## config.mk

```make
export PLATFORM = sky130hd
export DESIGN_NAME = dram_frame_write_ctrl_flat
export DESIGN_NICKNAME = d
export VERILOG_FILES = /design/src/rtl/dram_frame_write_ctrl_if.sv /design/src/rtl/dram_frame_write_ctrl.sv /design/src/flat_wrapper.sv
export SDC_FILE = /design/constraint.sdc
export NUM_CORES = 1
export LEC_CHECK = 0
export ABC_AREA = 1
export CORE_AREA = 2 2 438 440
export CTS_CLUSTER_SIZE = 20
export DETAILED_ROUTE_END_ITERATION = 10
export DIE_AREA = 0 0 440 442
export PLACE_DENSITY = 0.36
export SKIP_CTS_REPAIR_TIMING = 1
export SLEW_MARGIN = 20
export SYNTH_ARGS = -nofsm -noshare
export SYNTH_HDL_FRONTEND = slang
export SYNTH_SLANG_ARGS = --single-unit
```

## constraint.sdc

```tcl
create_clock -name m_axi_aclk -period 2.5 [get_ports m_axi_aclk]
set_clock_uncertainty 0.2 [all_clocks]
set_input_delay 0.625 -clock m_axi_aclk [delete_from_list [all_inputs] [get_ports m_axi_aclk]]
set_output_delay 0.625 -clock m_axi_aclk [all_outputs]
set_load 0.02 [all_outputs]
```

## src/rtl/dram_frame_write_ctrl_if.sv

```systemverilog
// dram_frame_write_ctrl_if
// Groups the FIFO read side and the DRAM write-command side of the
// frame write controller.
//   fifo_empty/fifo_dout/fifo_last : FIFO read side (dout valid one cycle after fifo_rd_en)
//   fifo_rd_en                     : FIFO pop pulse
//   dram_write_en/addr/data        : DRAM write command; addr/data held while en is high
//   dram_write_busy                : write engine busy
// master: the controller. slave: the FIFO + write engine side.
interface dram_frame_write_ctrl_if #(
  parameter int unsigned DRAM_ADDR_WIDTH = 32,
  parameter int unsigned DRAM_DATA_WIDTH = 512
);
  logic                       fifo_empty;
  logic [DRAM_DATA_WIDTH-1:0] fifo_dout;
  logic                       fifo_last;
  logic                       fifo_rd_en;
  logic                       dram_write_en;
  logic [DRAM_ADDR_WIDTH-1:0] dram_write_addr;
  logic [DRAM_DATA_WIDTH-1:0] dram_write_data;
  logic                       dram_write_busy;

  modport master (
    input  fifo_empty, fifo_dout, fifo_last, dram_write_busy,
    output fifo_rd_en, dram_write_en, dram_write_addr, dram_write_data
  );

  modport slave (
    output fifo_empty, fifo_dout, fifo_last, dram_write_busy,
    input  fifo_rd_en, dram_write_en, dram_write_addr, dram_write_data
  );
endinterface

```

## src/rtl/dram_frame_write_ctrl.sv

```systemverilog
// dram_frame_write_ctrl
// Pops words from the clock-crossing FIFO and issues one DRAM write per word
// into a ring of frame slots. Frames that find their slot occupied are
// drained from the FIFO and counted as dropped.
// Ports:
//   m_axi_aclk, reset            : clock, synchronous active-high reset
//   enable                       : allow new frames to start (sampled in IDLE only)
//   bus (master)                 : FIFO read side + DRAM write command
//   slot_release/_idx            : consumer hands a slot back
//   frame_done/_slot/_words      : pulse when a frame has been fully issued
//   slot_full                    : slot occupancy bitmap
//   overrun                      : sticky, a frame was cut at MAX_WORDS
//   drop_count                   : saturating count of dropped frames
module dram_frame_write_ctrl #(
  parameter int unsigned                DRAM_ADDR_WIDTH = 32,
  parameter logic [DRAM_ADDR_WIDTH-1:0] DRAM_ADDR_BASE  = 32'h80000000,
  parameter int unsigned                DRAM_DATA_WIDTH = 512,
  parameter int unsigned                FRAME_SLOTS     = 4,
  parameter logic [DRAM_ADDR_WIDTH-1:0] FRAME_STRIDE    = 32'h01000000,
  parameter int unsigned                MAX_WORDS       = 262144
) (
  input  logic                             m_axi_aclk,
  input  logic                             reset,
  input  logic                             enable,
  dram_frame_write_ctrl_if.master          bus,
  input  logic                             slot_release,
  input  logic [$clog2(FRAME_SLOTS)-1:0]   slot_release_idx,
  output logic                             frame_done,
  output logic [$clog2(FRAME_SLOTS)-1:0]   frame_done_slot,
  output logic [$clog2(MAX_WORDS):0]       frame_done_words,
  output logic [FRAME_SLOTS-1:0]           slot_full,
  output logic                             overrun,
  output logic [15:0]                      drop_count
);
  localparam int unsigned AW  = DRAM_ADDR_WIDTH;
  localparam int unsigned SW  = $clog2(FRAME_SLOTS);
  localparam int unsigned WW  = $clog2(MAX_WORDS) + 1;
  localparam int unsigned BPW = DRAM_DATA_WIDTH / 8;

  typedef enum logic [2:0] {
    S_IDLE, S_FETCH, S_LATCH, S_ISSUE, S_GUARD, S_WAIT, S_DROP_FETCH, S_DROP_LATCH
  } state_t;

  state_t                     state, state_nx;
  logic [SW-1:0]              cur_slot;
  logic [WW-1:0]              word_idx;
  logic                       last_q;
  logic [AW-1:0]              addr_q;
  logic [DRAM_DATA_WIDTH-1:0] data_q;
  logic [FRAME_SLOTS-1:0]     full_q;
  logic                       overrun_q;
  logic [15:0]                drop_q;

  logic rd_en, wr_en, done, frame_end, advance;
  logic [FRAME_SLOTS-1:0] set_mask, rel_mask;
  logic [AW-1:0] addr_calc;

  // A frame ends on its last word or when the slot capacity is reached.
  assign frame_end = last_q || (word_idx == WW'(MAX_WORDS - 1));
  assign addr_calc = DRAM_ADDR_BASE + AW'(cur_slot) * FRAME_STRIDE + AW'(word_idx) * AW'(BPW);

  always_comb begin
    state_nx = state;
    rd_en    = 1'b0;
    wr_en    = 1'b0;
    done     = 1'b0;
    advance  = 1'b0;
    case (state)
      S_IDLE:
        if (enable && !bus.fifo_empty)
          state_nx = full_q[cur_slot] ? S_DROP_FETCH : S_FETCH;
      S_FETCH:
        if (!bus.fifo_empty) begin
          rd_en    = 1'b1;
          state_nx = S_LATCH;
        end
      S_LATCH: state_nx = S_ISSUE;
      S_ISSUE:
        if (!bus.dram_write_busy) begin
          wr_en    = 1'b1;
          state_nx = S_GUARD;
        end
      // The engine may raise busy up to one cycle after en, so busy is
      // not trusted here.
      S_GUARD: state_nx = S_WAIT;
      S_WAIT:
        if (!bus.dram_write_busy) begin
          if (frame_end) begin
            done     = 1'b1;
            state_nx = S_IDLE;
          end else begin
            advance  = 1'b1;
            state_nx = S_FETCH;
          end
        end
      S_DROP_FETCH:
        if (!bus.fifo_empty) begin
          rd_en    = 1'b1;
          state_nx = S_DROP_LATCH;
        end
      S_DROP_LATCH: state_nx = bus.fifo_last ? S_IDLE : S_DROP_FETCH;
      default: state_nx = S_IDLE;
    endcase
  end

  // Set is OR-ed after the release clear, so a same-cycle set wins.
  assign set_mask = done ? (FRAME_SLOTS'(1) << cur_slot) : '0;
  assign rel_mask = slot_release ? (FRAME_SLOTS'(1) << slot_release_idx) : '0;

  always_ff @(posedge m_axi_aclk) begin
    if (reset) begin
      state     <= S_IDLE;
      cur_slot  <= '0;
      word_idx  <= '0;
      last_q    <= 1'b0;
      addr_q    <= '0;
      data_q    <= '0;
      full_q    <= '0;
      overrun_q <= 1'b0;
      drop_q    <= '0;
    end else begin
      state  <= state_nx;
      full_q <= (full_q & ~rel_mask) | set_mask;
      if (state == S_LATCH) begin
        data_q <= bus.fifo_dout;
        last_q <= bus.fifo_last;
        addr_q <= addr_calc;
      end
      if (done) begin
        cur_slot <= cur_slot + SW'(1);
        word_idx <= '0;
        if (!last_q) overrun_q <= 1'b1;
      end
      if (advance) word_idx <= word_idx + WW'(1);
      if (state == S_DROP_LATCH && bus.fifo_last && drop_q != '1)
        drop_q <= drop_q + 16'd1;
    end
  end

  assign bus.fifo_rd_en      = rd_en;
  assign bus.dram_write_en   = wr_en;
  assign bus.dram_write_addr = addr_q;
  assign bus.dram_write_data = data_q;

  assign frame_done       = done;
  assign frame_done_slot  = done ? cur_slot : '0;
  assign frame_done_words = done ? (word_idx + WW'(1)) : '0;
  assign slot_full        = full_q;
  assign overrun          = overrun_q;
  assign drop_count       = drop_q;
endmodule
```

## src/flat_wrapper.sv

```systemverilog
// flat-port wrapper written by rule: the top's interface ports become plain ports
module dram_frame_write_ctrl_flat 
#(
  parameter int unsigned                DRAM_ADDR_WIDTH = 32,
  parameter logic [DRAM_ADDR_WIDTH-1:0] DRAM_ADDR_BASE  = 32'h80000000,
  parameter int unsigned                DRAM_DATA_WIDTH = 512,
  parameter int unsigned                FRAME_SLOTS     = 4,
  parameter logic [DRAM_ADDR_WIDTH-1:0] FRAME_STRIDE    = 32'h01000000,
  parameter int unsigned                MAX_WORDS       = 262144
)
  (m_axi_aclk, reset, enable, slot_release, slot_release_idx, frame_done, frame_done_slot, frame_done_words, slot_full, overrun, drop_count, bus_fifo_empty, bus_fifo_dout, bus_fifo_last, bus_dram_write_busy, bus_fifo_rd_en, bus_dram_write_en, bus_dram_write_addr, bus_dram_write_data);
  dram_frame_write_ctrl_if #(.DRAM_ADDR_WIDTH(DRAM_ADDR_WIDTH), .DRAM_DATA_WIDTH(DRAM_DATA_WIDTH)) bus_i ();
  input  logic m_axi_aclk;
  input  logic reset;
  input  logic enable;
  input  logic slot_release;
  input  logic [$clog2(FRAME_SLOTS)-1:0] slot_release_idx;
  output logic frame_done;
  output logic [$clog2(FRAME_SLOTS)-1:0] frame_done_slot;
  output logic [$clog2(MAX_WORDS):0] frame_done_words;
  output logic [FRAME_SLOTS-1:0] slot_full;
  output logic overrun;
  output logic [15:0] drop_count;
  input wire logic [$bits(bus_i.fifo_empty)-1:0] bus_fifo_empty;
  input wire logic [$bits(bus_i.fifo_dout)-1:0] bus_fifo_dout;
  input wire logic [$bits(bus_i.fifo_last)-1:0] bus_fifo_last;
  input wire logic [$bits(bus_i.dram_write_busy)-1:0] bus_dram_write_busy;
  output wire logic [$bits(bus_i.fifo_rd_en)-1:0] bus_fifo_rd_en;
  output wire logic [$bits(bus_i.dram_write_en)-1:0] bus_dram_write_en;
  output wire logic [$bits(bus_i.dram_write_addr)-1:0] bus_dram_write_addr;
  output wire logic [$bits(bus_i.dram_write_data)-1:0] bus_dram_write_data;
  assign bus_i.fifo_empty = bus_fifo_empty;
  assign bus_i.fifo_dout = bus_fifo_dout;
  assign bus_i.fifo_last = bus_fifo_last;
  assign bus_i.dram_write_busy = bus_dram_write_busy;
  assign bus_fifo_rd_en = bus_i.fifo_rd_en;
  assign bus_dram_write_en = bus_i.dram_write_en;
  assign bus_dram_write_addr = bus_i.dram_write_addr;
  assign bus_dram_write_data = bus_i.dram_write_data;
  dram_frame_write_ctrl #(.DRAM_ADDR_WIDTH(DRAM_ADDR_WIDTH), .DRAM_ADDR_BASE(DRAM_ADDR_BASE), .DRAM_DATA_WIDTH(DRAM_DATA_WIDTH), .FRAME_SLOTS(FRAME_SLOTS), .FRAME_STRIDE(FRAME_STRIDE), .MAX_WORDS(MAX_WORDS)) u_core (.m_axi_aclk(m_axi_aclk), .reset(reset), .enable(enable), .bus(bus_i), .slot_release(slot_release), .slot_release_idx(slot_release_idx), .frame_done(frame_done), .frame_done_slot(frame_done_slot), .frame_done_words(frame_done_words), .slot_full(slot_full), .overrun(overrun), .drop_count(drop_count));
endmodule
```

Word level (Yosys, flattened, before mapping)
Index checks and enable logic that the tools add are counted.
- bits in latches: 0
- memory bits (writable): 0
- memory bits (read-only): 0
- logic and storage cells: 72
- memories kept: 0
- register bits: 590
- add/subtract/negate cells: 5
- bitwise gates (word level): 4
- magnitude comparators: 1
- reductions and logical operators: 10
- divide/modulo/power cells: 0
- multipliers: 0
- shifts and indexed selects: 2
- eq/ne operators: 14
- multiplexer cells: 27
- operator list (kind ; count):
    19-bit two-way mux ; 3
    32-bit by 25-bit adder with 32-bit output ; 1
    32-bit by 26-bit adder with 32-bit output, first input constant ; 1
    3-bit case mux with 8 select lines ; 1
    3-bit two-way mux ; 7
    19-bit by 1-bit adder with 19-bit output, second input constant ; 1
    19-bit by 18-bit equality test with 1-bit output, second input constant ; 1
    16-bit by 1-bit adder with 16-bit output, second input constant ; 1
    16-bit inequality test, second input constant ; 1
    3-bit equality test, second input constant ; 4
    1-bit two-way mux ; 12
    4-bit two-way mux ; 2
    2-bit inequality test, second input constant ; 4
    1-bit by 2-bit left shift with 4-bit output, first input constant ; 2
    3-bit by 2-bit equality test with 1-bit output, second input constant ; 2
    5-bit AND reduction ; 1
    4-bit AND ; 1
    4-bit NOT ; 1
    4-bit OR ; 1
    3-bit by 1-bit equality test with 1-bit output, second input constant ; 1
    1-bit logical AND ; 3
    3-bit zero test ; 1
    2-bit by 3-bit < comparator with 1-bit output, second input constant ; 1
    2-bit by 1-bit adder with 2-bit output, second input constant ; 1
    other kinds (9) ; 9

Logic depth before layout (Yosys ltp)
- word-level depth: 7
- depth in mapped cells: 11

Worst setup path after synthesis
Ideal clock, no wire load.
- kind: register -> output
- from: register u_core.word_idx[1]
- to: output port frame_done_words[17]
- path slack: 0.063 ns
- data arrival time: 1.612 ns
- required time: 1.675 ns
- stages on the path, launching flop included: 9
- buffers on the path: 1
- path through: dfxtp_1 > ha_1 > nand3_2 > nor2_4 > nand3_4 > nand2_2 > nand2_2 > buf_6 > a21oi_1
- word-level cells in the longest chain between the ends: 6
- elaborated cells between the ends (all ways): 7
- those cells by class: 1 x add/sub; 1 x eq/ne; 4 x mux; 1 x reduce/logical
- RTL lines (what ; line ; RTL):
    start, declared ; dram_frame_write_ctrl.sv:46 ; logic [WW-1:0] word_idx;
    start signal, assigned ; dram_frame_write_ctrl.sv:134 ; if (advance) word_idx <= word_idx + WW'(1);
    parallel branches: the longest is 5 deep, another holds 19-bit by 1-bit adder with 19-bit output ; -- ;
    19-bit two-way mux * ; dram_frame_write_ctrl.sv:147 ; assign frame_done_words = done ? (word_idx + WW'(1)) : '0;
    end, declared ; flat_wrapper.sv:20 ; output logic [$clog2(MAX_WORDS):0] frame_done_words;
Mark *: on every way between the ends.

Worst setup path after layout
- from: register u_core.word_idx[1]
- to: output port frame_done_words[9]
The elaborated chain is that of the path after synthesis.

==> impl_metrics.yaml <==
clock_tree:
  clk-insertion-delay-late_ps: 690
  cts_made_buffers: 78
  cts_htree_levels: 3
  clkSinkCount: 580
  clkTransAtPathRegs_ps: 60
  cts_buffer_depth: 3
  cts_tree: "built"
  root_buffer: "clkbuf_16"
die:
  die_h_um: 442
  core-area_sq_um: 189600
  fp.dieW_um: 440
  io_pins: 1110
  rows: 160
  start_util_pct: 11.51
  die_area_sq_um: 194500
layout:
  multi_input_area_sq_um: 7352
  final_common_cell: "inv_1"
  layout_common_cells: "inv_1 (588), dfxtp_1 (572), a21oi_1 (562)"
  area_delta_synth_final_pct: 90.52
  seq_area_sq_um: 11620
  final_nets: 4536
  drive_gt1_share_pct: 11.53
  stdcell_area_sq_um: 41570
  num-fill-cells: 21020
pwr:
  ir_worst_vdd_mv: 0.4846
  p_leak_nw: 23.60
  power_density_nw_per_um2: 1041
sta:
  fin_ws_ps: -684.4
  fin_crit_ps: 3184
  setup_viol: 22
  maxSlewViolCount: 0
  tightest_slew_ps: 730.6
  finalHoldViolations: 0
  maxSlewHeadroom_pct: 50.78
  hold_ws_ps: 210.1
  fmax_ghz: 0.3140
  rsz0062_at_grt: "yes"
  period_share_pct: 127.4
setup_path:
  cp-end-kind: "output port"
  crit_required_ps: 1670
  crit_chain: "buf_6 > nand2_4 > nor2_4 > nand3_2 > buf_6 > nor2_4 > xor2_1 > buf_4 > and2_4 > buf_12"
  ff2ff_setup_slack_ps: 60
  critical_path.slowest_cell: "dfxtp_4"
  start_kind: "flip-flop"
  slowest_delay_ps: 370
  crit_type: "reg2out"
  cp_max_fo: 3
  cp.arrival_ps: 2360
detailed_routing:
  avgRoutedWirePerCell_um: 20.03
  wirelength_um: 132100
  first_pass_iters: 5
  initialDrtViolationCount: 925
  viasPerCell: 3.445
  postRouteAntennaNets: 0
  vias: 22720
  drc_errors: 0
job:
  maxCapViolations: 0
placed_design:
  place.gp.congestion: 0.8607
  post-place-ws_ps: -675.9
  dp_hpwl_um: 105800
  port_buffers: 1099
  placed_area_sq_um: 36910
synthesis:
  synth-edff-count: 0
  synth_warnings: 0
  synthCells: 2785
  ys.flop_type: "dfxtp_1"
  ys_ff_latch: 580
  yosys.cell_types.count: 35
  synthArstFlopShare_pct: 0
  avgSynthCellArea_sq_um: 7.834
  syn_area_sq_um: 21820
  synth_sequential_area_ratio_pct: 53.22
global_route:
  grt_overflow: 0
  grtUsageTotal_pct: 12.93
  antenna_found_initial: 56
  grt_start_max_net_pins: 97
  grt_pass1_vias: 21930
  grt_pass1_wl_um: 177500
run_status:
  status: "finished with violations"
  violations: "negative setup slack"
hold_path:
  worstHoldPathType: "in2reg"
[cells by family after synthesis]
group / count (synthesis) / share of synthesized area, %
XOR/XNOR: 21 / 0.8430
buffers and inverters: 798 / 14.53
flip-flops: 580 / 53.22
AO/OA/AOI/OAI: 1120 / 25.76
other: 1 / 0.01719
adder cells (fa/ha/maj): 8 / 0.4588
AND/OR/NAND/NOR: 257 / 5.173
[layer usage]
metal	vias to the layer above	GRT usage (%)	share of wire [%]
met4	26	3.414	3.0
li1	11340	-	-
met2	705	24.25	52
met3	222	3.941	7.1
met5	-	0	0.11
met1	10430	13.82	37
[synth_stat cells, drive strengths merged (5+ instances only)]
library cell	n	share of area [%]
a21oi	564	13
buf	87	2.3
clkbuf	112	1.9
dfxtp	580	53
ha	8	0.46
inv	598	10
nand2	92	1.7
nand3	23	0.65
nand4	5	0.21
nor2	124	2.3
nor3	10	0.25
o21ai	552	13
xor2	17	0.68
[final cells by class]
type,count,share of cell area [%]
Antenna cell,16,0.09632
Clock buffer,111,5.451
Clock inverter,30,0.9722
Inverter,599,5.445
Multi-Input combinational cell,1417,17.69
Sequential cell,580,27.96
Tap cell,2511,7.558
Timing Repair Buffer,1331,34.83
[final timing paths]
kind / from / to / cells past startpoint
worst min register to register: u_core.bus.dram_write_data[197] / u_core.bus.dram_write_data[197] / 2
worst max-delay path: u_core.word_idx[1] / frame_done_words[9] / 10
worst min-delay path: reset / u_core.bus.dram_write_data[381] / 4
worst max register to register: u_core.state[2] / u_core.bus.dram_write_addr[13] / 7
[state kept, by name (all words and copies together), names as in the netlist]
| register | count |
|---|---|
| u_core.overrun | 1 |
| u_core.bus.dram_write_data | 512 |
| u_core.drop_count | 16 |
| u_core.last_q | 1 |
| u_core.word_idx | 19 |
| u_core.bus.dram_write_addr | 22 |
| u_core.slot_full | 4 |
| u_core.cur_slot | 2 |
| u_core.state | 3 |
[worst max-delay path: cells and delay by family (launching register included)]
family / cells / cell delay [ps]
simple gates: 5 / 610
buf+inv: 4 / 520
xor+xnor: 1 / 160
flops: 1 / 370
[per-stage QoR]
step	utilization [%]	instances	total power (W)	TNS, ps
after floorplan	-	2794	0.02183	0
after global placement	19.47	6414	0.03237	-13970
after detailed placement	19.47	6414	0.03241	-14570
after CTS	20.88	6555	0.04489	-92980
after global routing	21.91	6584	0.04587	-14460
final	21.93	6595	0.04329	-11540
[report_power, final]
part           switching (W)  internal, W
Clock                0.00489      0.00707
Sequential           0.00155       0.0123
Combinational         0.0102      0.00725
Power figures use the tool's default switching activity.
